`config.mk`:
```
export PLATFORM = sky130hd
export DESIGN_NAME = avalon_mem_lfsr
export DESIGN_NICKNAME = d
export VERILOG_FILES = /design/src/rtl/avalon_mem_pkg.sv /design/src/rtl/avalon_mem_lfsr.sv
export SDC_FILE = /design/constraint.sdc
export NUM_CORES = 1
export LEC_CHECK = 0
export BUFFER_PORTS_ARGS = -buffer_cell sky130_fd_sc_hd__buf_2
export CAP_MARGIN = 20
export CELL_PAD_IN_SITES_DETAIL_PLACEMENT = 1
export CELL_PAD_IN_SITES_GLOBAL_PLACEMENT = 2
export CORE_MARGIN = 2
export CORE_UTILIZATION = 33
export DETAILED_ROUTE_END_ITERATION = 6
export PLACE_DENSITY = 0.76
export RECOVER_POWER = 100
export SLEW_MARGIN = 15
export SYNTH_ARGS = -nofsm -noshare
export SYNTH_HDL_FRONTEND = slang
export SYNTH_SLANG_ARGS = --single-unit
```
`constraint.sdc`:
```
create_clock -name clk -period 0.8 [get_ports clk]
set_input_delay 0.12 -clock clk [delete_from_list [all_inputs] [get_ports clk]]
set_output_delay 0.12 -clock clk [all_outputs]
set_load 0.005 [all_outputs]
```
`src/rtl/avalon_mem_pkg.sv`:
```
// Shared types, constants and address decode for the Avalon-MM memory model.
package avalon_mem_pkg;

  typedef enum logic [1:0] {
    IDLE = 2'd0,
    WAIT = 2'd1,
    ACK  = 2'd2
  } mem_state_t;

  // Stall generator: 16-bit Fibonacci LFSR, taps 16,14,13,11 (bits 15,13,12,10).
  localparam logic [15:0] LFSR_SEED = 16'hACE1;
  localparam logic [15:0] LFSR_TAPS = 16'hB400;

  typedef struct packed {
    logic        hit;
    logic [31:0] idx;
  } decode_t;

  // Map a bus byte address onto the backing array. A miss covers both
  // addresses outside the two windows and addresses not aligned to the bus.
  function automatic decode_t decode_addr(
    input logic [31:0] address,
    input logic [31:0] mem_bytes,
    input logic [31:0] vec_base,
    input logic [31:0] vec_bytes,
    input logic [31:0] vec_offset,
    input logic [31:0] be_w
  );
    decode_t d;
    d.hit = 1'b0;
    d.idx = '0;
    if ((address % be_w) == 32'd0) begin
      if (address < mem_bytes) begin
        d.hit = 1'b1;
        d.idx = address;
      end else if ((address >= vec_base) && ((address - vec_base) < vec_bytes)) begin
        // Subtract before comparing so the window end never overflows 32 bits.
        d.hit = 1'b1;
        d.idx = address - vec_base + vec_offset;
      end
    end
    return d;
  endfunction

endpackage

```
`src/rtl/avalon_mem_lfsr.sv`:
```
// Stall-length generator: steps once per accepted request and offers its
// low two bits as 0..3 extra wait cycles.
module avalon_mem_lfsr
  import avalon_mem_pkg::*;
(
  input  logic       clk,
  input  logic       reset,
  input  logic       step,
  output logic [1:0] extra
);

  logic [15:0] lfsr_q, lfsr_d;

  // Shift left, feeding back the XOR of the tapped bits.
  always_comb begin
    lfsr_d = lfsr_q;
    if (step) lfsr_d = {lfsr_q[14:0], ^(lfsr_q & LFSR_TAPS)};
  end

  // LFSR register, reseeded on reset.
  always_ff @(posedge clk) begin
    if (!reset) lfsr_q <= LFSR_SEED;
    else        lfsr_q <= lfsr_d;
  end

  assign extra = lfsr_q[1:0];

endmodule

```
=== Word-level counts from Yosys, hierarchy flattened ===
Index checks and enable logic that the tools add are counted.

* Register bits after elaboration: 16
* Latch bits: 0
* Memory bits (writable): 0
* Memory bits (read-only): 0
* Memories: 0

* Add/sub/neg operators: 0
* Multiply operators: 0
* Div/mod/pow operators: 0
* Order comparisons: 0
* Equality and inequality tests: 0
* Shifts and indexed selects: 0
* Muxes and demuxes: 0
* Bitwise logic cells: 0
* Reductions and logical operators: 1

{| class="wikitable"
|+ Operators with widths
! operator !! count
|-
| $reduce_xor A16 Y1 || 1
|}

=== Depth between registers and ports, before layout ===
* Depth after elaboration: 1
* Mapped depth: 4
* Mapped depth without buffers: 3

=== Worst setup path after synthesis ===
OpenSTA, ideal clock, no wires.

* Path kind: reg-to-reg
* Start: register lfsr_q[10]
* End: register lfsr_q[0]
* Arrival time: 0.691 ns
* Path slack: -0.015 ns
* Stages on the path, launching flop included: 4
* Path buffers: 0
* Clock period less this slack: 0.815 ns
* Cell sequence: dfxtp_1 xnor2_2 xnor2_1 a31oi_1

* Longest elaborated chain between the ends: 1

{| class="wikitable"
|+ Ends and longest elaborated chain
! element !! RTL line !! source
|-
| start, declared || avalon_mem_lfsr.sv:12 || <nowiki>logic [15:0] lfsr_q, lfsr_d;</nowiki>
|-
| start signal, assigned || avalon_mem_lfsr.sv:23 || <nowiki>else lfsr_q <= lfsr_d;</nowiki>
|-
| $reduce_xor A16 Y1 || avalon_mem_lfsr.sv:17 || <nowiki>if (step) lfsr_d = {lfsr_q[14:0], ^(lfsr_q & LFSR_TAPS)};</nowiki>
|}

Every way passes these cells.
A chain may end at the register's enable or synchronous reset.

=== Final worst setup path ===
* Start: register lfsr_q[0]
* End: output port extra[0]

{| class="wikitable"
|+ RTL lines
! element !! RTL line !! source
|-
| end, declared || avalon_mem_lfsr.sv:9 || <nowiki>output logic [1:0] extra</nowiki>
|}

No word-level cell between the ends.

==> qor.yml <==
yosys:
  ys_top_cells_by_count: "16 x dfxtp_1, 15 x mux2i_1, 8 x nor2b_1"
  muxShareOfSynthArea_pct: 23.3
  synthTopCellsByArea: "dfxtp_1 50%, mux2i_1 23%, nor2b_1 7.8%, nand2_1 4.1%, buf_12 3.1%"
  synth_cell_types: 12
  async_flop_share_pct: 0
  yosysWarnings: 0
  synth_area_sq_um: 646
  synth_adder_area_share_pct: 0
  yosysTopAreaCell: "dfxtp_1"
  synth_xor_area_share_pct: 5.23
  synth_edf_count: 0
  synth_top_cell_area_share_pct: 49.6
  syn_inst: 56
  synth_most_common_cell: "dfxtp_1"
  syn_avg_cell_area_sq_um: 11.5
  synth_compound_area_share_pct: 0.969
  syn_nets: 59
  synth_seq_area_share_pct: 49.6
  yosys.area_share.simple_pct: 13.0
  ys_ff_latch: 16
  synth_top_family_by_area: "multiplexers"
  synth_ff_type: "dfxtp_1"
placement:
  hpwl_um: 701
  port_buffers: 4
  gp_congestion: 0.663
  place_area_sq_um: 706
worst_setup_path:
  crit_path_max_incr_delay_ns: 0.34
  critPathMaxFanout: 2
  cp_num_buf_inv: 1
  path_cells: "buf_6"
  cp-end-kind: "primary output"
  cp-start-kind: "flop"
  crit_arrival_ns: 0.74
  ff2ff_path_depth: 3
  worstSetupPathType: "reg -> out"
  cp_slowest_cell: "dfxtp_2"
  crit_family: "flip-flops"
  path_depth: 1
  required_ns: 0.68
detailed_routing:
  drt_iter0_drc: 0
  drt_wl_total_um: 1080
  drc: 0
  vias: 397
  drtAntennaViolNets: 0
  first_pass_iters: 1
  post_drt_via_cell_ratio: 4.36
  wl_per_cell_um: 11.9
power_and_ir_drop:
  finalPower_uw: 1580
  ir_drop_mv: 1.13
  p_sw_uw: 382
  p_int_uw: 1200
  swShare_pct: 24.2
  seqPwrFrac_pct: 57.1
  p_clk_share_pct: 26.8
  combPwrFrac_pct: 16.1
  powerDensity_nw_per_um2: 2040
  p_leak_uw: 0.000345
finish:
  finish.utilization_pct: 43.3
  layout-drive-gt1-share_pct: 34.8
  largest-register: "lfsr_q"
  nets: 71
  design_area_sq_um: 772
  top_regs: "lfsr_q x16"
  diodes: 0
  syn2layout_area_growth_pct: 19.6
  largest_reg_flops: 16
floorplan:
  start_util_pct: 36.2
  rows: 15
  fp.dieW_um: 48.2
  io_pins: 5
  die_h_um: 48.2
  die-area_sq_um: 2330
  core_sq_um: 1780
status:
  status: "complete, but fails checks"
  violations: "setup timing"
sta:
  rsz0062_at_grt: "true"
  timing.final.ws_setup_ns: -0.0552
  setup_tns_ns: -0.144
  slew_headroom_pct: 88.1
  fin_crit_sh_pct: 107
  maxSlewViolCount: 0
  fin_crit_ns: 0.855
  max_freq_ghz: 1.17
  finalClockSkew_ns: 0.00556
  tightestPinTransition_ns: 0.173
  setup_viol_count_final: 3
  hold_violations: 0
global_routing:
  grt-ovfl-total: 0
  antenna_found_initial: 0
  grt_pass1_vias: 402
  grt_pass1_wl_um: 1820
  grt_max_degree: 18
  grt_usage_pct: 12.6
cts:
  htreeDepth: 1
  clockBufferDepth: 2
  cts_tree: "yes"
  root_buffer: "clkbuf_4"
  clk_pin_slew_ns: 0.09
  cts_made_buffers: 3
  clock-sinks: 16
  holdBufCountCts: 0
  insertion_delay_ns: 0.29
flow_run:
  drv_cap: 0
worst_hold_path:
  min_path_type: "in -> reg"
  min_path_cells: 2
[worst paths after layout]
check	startpoint	to	slack (ns)
max reg2reg	lfsr_q[13]	lfsr_q[0]	-0.04
min	reset	lfsr_q[15]	0.06
min reg2reg	lfsr_q[6]	lfsr_q[7]	0.48
max	lfsr_q[0]	extra[0]	-0.06
[timing repair]
action                     CTS  global route
buffers inserted             2             0
cloned                       0             0
pin swaps                    3             3
resized for setup            5             3
setup endpoints to repair    3             6
[kinds of logic after synthesis]
kind of cell / Yosys count
buffers and inverters: 5
and+or+nand+nor: 16
muxes: 15
AOI/OAI and AO/OA: 1
DFF: 16
xor gates and xnor gates: 3
[cells in the final DEF, fill, tap and decap left out]
cell	synthesis	routed
a31oi_1	1	1
buf_12	1	1
buf_2	1	2
buf_4	2	5
buf_6	1	3
clkbuf_4	0	4
dfxtp_1	16	10
dfxtp_2	0	6
mux2i_1	15	15
nand2_1	7	7
nor2b_1	8	8
nor3b_1	1	1
xnor2_1	2	1
xnor2_2	1	2
[power groups by stage]
| stage | sequential, uW | clock, uW | combinational, uW |
|---|---|---|---|
| after floorplan | 904 | 0 | 169 |
| after global placement | 910 | 0 | 208 |
| after detailed placement | 912 | 0 | 213 |
| after CTS | 897 | 456 | 241 |
| after global routing | 910 | 482 | 284 |
| final | 901 | 423 | 255 |
[per-stage QoR]
| step | hold WS, ns | worst slack, ns | cells |
|---|---|---|---|
| finish | 0.0649 | -0.0552 | 91 |
| global route | 0.0654 | -0.110 | 91 |
| CTS | 0.0575 | -0.0674 | 91 |
| detailed placement | 0.372 | -0.0517 | 86 |
| global placement | 0.370 | -0.0158 | 86 |
| floorplan | 0.248 | 0.000676 | 56 |
[final cells by class]
cell class	instances	area, sq um
Fill cell	199	1010
Multi-Input combinational cell	35	282
Timing Repair Buffer	12	109
Sequential cell	16	328
Tap cell	25	31.3
Clock buffer	3	22.5
[metal layers]
layer,up-vias,share of wire [%],track usage [%]
met2,7,48,18.4
met5,-,0,0
met1,183,43,13.5
met4,0,3.7,9.73
li1,203,-,-
met3,4,4.7,6.67
Note: power is estimated with default switching activity, not from simulation.
